File: src/rtl/display_scan_ctrl.sv
// display_scan_ctrl
// Drives NUM_DIGITS common-anode digits from one shared hex-to-7-segment
// decoder. A pending buffer takes loads from the datapath. The active buffer
// that feeds the display is only replaced at the end of a frame, so every
// digit in a frame comes from the same snapshot. The first BLANK_CYCLES of
// each digit slot keep all anodes off, which lets the decoder settle on the
// new digit before that digit is lit.

module display_scan_ctrl #(
  parameter int NUM_DIGITS   = 4,
  parameter int REFRESH_DIV  = 50000,
  parameter int BLANK_CYCLES = 8
) (
  input  logic                    clk,
  input  logic                    rst,
  input  logic                    load,
  input  logic [4*NUM_DIGITS-1:0] data_in,
  input  logic [NUM_DIGITS-1:0]   blank_mask,
  output logic [3:0]              values,
  input  logic [6:0]              leds_in,
  output logic [6:0]              seg,
  output logic [NUM_DIGITS-1:0]   an,
  output logic                    frame_tick,
  output logic                    pending
);

  localparam int CNT_W = (REFRESH_DIV > 1) ? $clog2(REFRESH_DIV) : 1;
  localparam int IDX_W = (NUM_DIGITS > 1) ? $clog2(NUM_DIGITS) : 1;

  localparam logic [CNT_W-1:0]      CNT_LAST  = CNT_W'(REFRESH_DIV - 1);
  localparam logic [CNT_W-1:0]      CNT_BLANK = CNT_W'(BLANK_CYCLES);
  localparam logic [IDX_W-1:0]      IDX_LAST  = IDX_W'(NUM_DIGITS - 1);
  localparam logic [NUM_DIGITS-1:0] ONE_HOT   = NUM_DIGITS'(1);
  localparam logic [6:0]            SEG_OFF   = 7'b1111111;

  typedef enum logic {
    PH_BLANK,
    PH_SHOW
  } phase_t;

  logic [CNT_W-1:0]        r_cnt;
  logic [IDX_W-1:0]        r_idx;
  logic [4*NUM_DIGITS-1:0] r_active;
  logic [NUM_DIGITS-1:0]   r_activeMask;
  logic [4*NUM_DIGITS-1:0] r_pendData;
  logic [NUM_DIGITS-1:0]   r_pendMask;
  logic                    r_pending;
  logic [NUM_DIGITS-1:0]   r_an;
  logic [6:0]              r_seg;
  logic                    r_frameTick;

  phase_t                  w_phase;
  logic [CNT_W-1:0]        w_cntNext;
  logic [IDX_W-1:0]        w_idxNext;
  logic                    w_commit;
  logic [NUM_DIGITS-1:0]   w_anNext;
  logic [6:0]              w_segNext;

  // The current digit's nibble goes straight to the decoder in both phases,
  // so the decoder output is already stable by the time the anode turns on.
  assign values     = r_active[{r_idx, 2'b00} +: 4];
  assign seg        = r_seg;
  assign an         = r_an;
  assign frame_tick = r_frameTick;
  assign pending    = r_pending;

  // Next-state and output decode: phase from the slot counter, counter and
  // index advance, and the last cycle of the frame marked as the commit edge.
  always_comb begin
    w_phase   = PH_SHOW;
    w_cntNext = r_cnt + CNT_W'(1);
    w_idxNext = r_idx;
    w_commit  = 1'b0;
    w_anNext  = '1;
    w_segNext = SEG_OFF;
    if (r_cnt < CNT_BLANK) begin
      w_phase = PH_BLANK;
    end
    if (r_cnt == CNT_LAST) begin
      w_cntNext = '0;
      if (r_idx == IDX_LAST) begin
        w_idxNext = '0;
        w_commit  = 1'b1;
      end else begin
        w_idxNext = r_idx + IDX_W'(1);
      end
    end
    if (w_phase == PH_SHOW) begin
      w_anNext  = ~(ONE_HOT << r_idx);
      w_segNext = r_activeMask[r_idx] ? SEG_OFF : leds_in;
    end
  end

  // Scan position state: slot counter and digit index.
  always_ff @(posedge clk or posedge rst) begin
    if (rst) begin
      r_cnt <= '0;
      r_idx <= '0;
    end else begin
      r_cnt <= w_cntNext;
      r_idx <= w_idxNext;
    end
  end

  // Double buffer. A load that lands on the commit edge goes straight into
  // the active buffer, so it is not left waiting for another frame.
  always_ff @(posedge clk or posedge rst) begin
    if (rst) begin
      r_active     <= '0;
      r_activeMask <= '0;
      r_pendData   <= '0;
      r_pendMask   <= '0;
      r_pending    <= 1'b0;
    end else begin
      if (load) begin
        r_pendData <= data_in;
        r_pendMask <= blank_mask;
      end
      if (w_commit) begin
        r_pending <= 1'b0;
        if (load) begin
          r_active     <= data_in;
          r_activeMask <= blank_mask;
        end else if (r_pending) begin
          r_active     <= r_pendData;
          r_activeMask <= r_pendMask;
        end
      end else if (load) begin
        r_pending <= 1'b1;
      end
    end
  end

  // Registered pin drivers. Each pin value follows the scan position by one
  // cycle, and the frame tick marks every commit edge.
  always_ff @(posedge clk or posedge rst) begin
    if (rst) begin
      r_an        <= '1;
      r_seg       <= SEG_OFF;
      r_frameTick <= 1'b0;
    end else begin
      r_an        <= w_anNext;
      r_seg       <= w_segNext;
      r_frameTick <= w_commit;
    end
  end

endmodule

File: config.mk
export PLATFORM = sky130hd
export DESIGN_NAME = display_scan_ctrl
export DESIGN_NICKNAME = d
export VERILOG_FILES = /design/src/rtl/display_scan_ctrl.sv
export SDC_FILE = /design/constraint.sdc
export NUM_CORES = 1
export LEC_CHECK = 0
export CORE_ASPECT_RATIO = 0.8
export CORE_MARGIN = 2
export CORE_UTILIZATION = 53
export CTS_BUF_LIST = sky130_fd_sc_hd__clkbuf_16
export DETAILED_ROUTE_END_ITERATION = 10
export PLACE_DENSITY = 0.89
export SKIP_CTS_REPAIR_TIMING = 1
export SYNTH_ARGS = -nofsm -noshare
export SYNTH_HDL_FRONTEND = slang
export SYNTH_SLANG_ARGS = --single-unit
File: constraint.sdc
create_clock -name clk -period 2.64 [get_ports clk]
set_input_delay 0.66 -clock clk [delete_from_list [all_inputs] [get_ports clk]]
set_output_delay 0.66 -clock clk [all_outputs]
set_load 0.005 [all_outputs]
==> impl_metrics.yaml <==
worst_setup_path:
  critical_path.endpoint_type: "output pin"
  critical_path.n_buffers_inverters: 1
  cpMaxStageDelayCell: "mux4_2"
  slowest_delay_ns: 0.54
  worstSetupStartpointType: "flop"
  critPathArrivalTime_ns: 1.86
  crit_path_max_fanout: 9
  critical_setup_path_class: "flop to output pin"
  critical_path.cell_chain: "mux4_2 > clkdlybuf4s50_1"
  cp_data_required_time_ns: 1.98
  cpLargestDelayFamily: "multiplexers"
global_route:
  first_global_vias: 1972
  grt_start_max_net_pins: 72
  globalRouteOverflowTotal: 0
  number_of_antenna_violations_at_the_first_check_in_global_routing: 0
  global_route_total_usage_across_every_layer_pct: 20.64
  first_pass_grt_wire_length_um: 9528
clock_network:
  cts_htree_levels: 3
  insertion_delay_ns: 0.33
  clk_sinks: 71
  cts.clk_slew.worst_paths_ns: 0.06
  clock_tree_from_tritoncts: "yes"
  cts_inserted_buffers: 9
  clock-root-buffer: "clkbuf_16"
  cts.path.max_buffers: 2
sta:
  worst_pin_slew_ns: 0.6837
  final_max_slew_viol_count: 0
  accumulated_negative_setup_slack_ns: 0
  period_share_pct: 95.62
  max-slew-margin-rel_pct: 54.00
  final_hold_viol_count: 0
  grt_setup_unrepaired: "no"
  fmax_mhz: 396.1
  final_setup_violations: 0
  fin_skew_ns: 0.007670
  post-route-min-period_ns: 2.524
  holdWs_ns: 0.4896
drt:
  antenna_left: 0
  route.detailed.wl_per_inst_um: 16.74
  vias: 1770
  vias_per_cell: 5.331
  drt_iter0_markers: 116
  totalWireLength_um: 5557
  route.detailed.drc: 0
  firstDrtPassIters: 4
floorplanning:
  floorplan.die.width_um: 87.05
  core_mm2: 0.005375
  initial_core_util_pct: 54.40
  ios: 47
  design.die.area_mm2: 0.006131
  placementRows: 24
  die_h_um: 70.44
final_layout:
  post_route_cells_drive_above_1_share_pct: 30.34
  multi_input_area_mm2: 0.001074
  register_area_mm2: 0.001792
  antennaDiodeCount: 0
  finalCoreUtilization_pct: 70.48
  final-instance-count-excl-fill: 332
  area.growth.synth_to_final_pct: 29.57
  nets: 297
  final.fill_count: 352
logic_synthesis:
  synthesis.yosys.warnings: 0
  postSynthAreaPerCell_um2: 14.19
  netlist_area_mm2: 0.002924
  synthArstFlopShare_pct: 100.0
  synth_area_leader_cell: "dfrtp_1"
  postSynth.topFlopCell: "dfrtp_1"
  synth.top_cells.by_area: "dfrtp_1, mux2_2, dfstp_2, mux4_2, ha_1"
  synth_top_area_share_pct: 51.35
  synth_sequential_area_ratio_pct: 61.23
  synth.ff_latch_count: 71
  netlist_instances: 206
  yosysUniqueCellTypes: 29
  synth_enable_flop_cells: 0
  synth_nets: 241
flow_run:
  maxCapViolCount: 0
pwr:
  pwr-share-seq_pct: 46.5
  power_frac_clock_pct: 48.0
  leakagePower_nw: 1.678
  power.ir.vdd_worst_mv: 0.5279
  pwr_density_cell_mw_per_mm2: 645.5
  cellInternalPower_mw: 1.940
  power_switching_mw: 0.5051
  power.share.switching_pct: 20.65
  p_total_mw: 2.445
  power_frac_comb_pct: 5.5
placed_design:
  placement.io_buffers: 46
  placed_cells_incl_taps: 316
  gp_congestion: 0.8278
  detailed_place_hpwl_um: 3658
worst_hold_path:
  classification_of_the_worst_slack_hold_path: "flop to flop"
outcome:
  status: "finished clean"
[layout make-up]
cell class	instances	area share, %
clock buffers	9	5.945
well taps	65	2.147
multi-input cells	123	28.34
flip-flops and latches	71	47.29
repair buffers	51	13.80
inverters	6	0.5945
clock inverters	7	1.882
[through the flow]
| step | setup WS (ns) | cell area (um^2) |
|---|---|---|
| after floorplan | 0.2016 | 2924 |
| after global placement | 0.3500 | 3491 |
| after detailed placement | 0.2809 | 3491 |
| after CTS | -0.07689 | 3787 |
| after global routing | 0.05437 | 3789 |
| final | 0.1155 | 3789 |
[path summary, 6_finish.rpt]
path | from | to | slack, ns | cells after the start
max | r_idx[0] | values[3] | 0.12 | 2
min | r_cnt[0] | r_cnt[0] | 0.49 | 1
max reg2reg | r_cnt[10] | r_active[4] | 0.38 | 5
min reg2reg | r_cnt[0] | r_cnt[0] | 0.49 | 1
max in group asynchronous | rst | seg[2] | 1.58 | 3
min in group asynchronous | rst | r_pendMask[1] | 0.74 | 3
[placed cells by master (no fill, tap or decap), drive strengths merged]
cell / count
clkinvlp: 2
nor3: 2
or3: 1
nor2b: 1
nand4: 4
o21ai: 2
inv: 7
mux2: 40
dfrtp: 60
dfstp: 11
and2: 2
nand2: 10
ha: 5
nor4: 4
xor2: 5
and3b: 1
nor2: 13
nand3: 7
nand4bb: 1
a31o: 1
bufinv: 1
buf: 5
mux2i: 1
xnor2: 7
and3: 1
mux4: 5
or4: 1
clkbuf: 9
a21oi: 1
clkinv: 3
nand2b: 8
clkdlybuf4s50: 46
[cell usage after synthesis (2+ instances only)]
master and instances:
and2_1 2, dfrtp_1 60, nand4_1 4, o21ai_0 2
nand2_1 10, dfstp_2 11, nor2_1 13, clkbuf_1 4
nand3_1 7, inv_1 6, nor4_1 3, mux2_2 40
xnor2_1 7, nor3_1 2, nand2b_1 8, ha_1 5
buf_6 2, xor2_1 5, mux4_2 5
[flip-flops by register name (all words and copies together) (netlist names)]
register      flops
an                4
frame_tick        1
pending           1
r_active         16
r_activeMask      4
r_cnt            16
r_idx             2
r_pendData       16
r_pendMask        4
seg               7
[cell families after synthesis]
group / share of synthesized area, %
fa+ha+maj: 2.139
flops: 61.23
simple gates: 10.57
xor+xnor: 3.594
buf+inv: 2.054
mux: 19.60
compound gates: 0.8129
[routing by layer]
layer	vias up	routed length [um]	global-route usage, %
li1	835	-	-
met1	893	2536	27.13
met2	38	2721	32.99
met3	4	243	6.974
met4	0	55	5.208
met5	-	0	0
[power by group through the flow]
stage	clock (mW)	combinational, mW	sequential, mW
final	1.17	0.134	1.14
after CTS	1.20	0.136	1.14
after global placement	0	0.131	1.15
after global routing	1.24	0.147	1.14
after floorplan	0	0.0610	1.15
after detailed placement	0	0.135	1.16
Power figures use the tool's default switching activity.
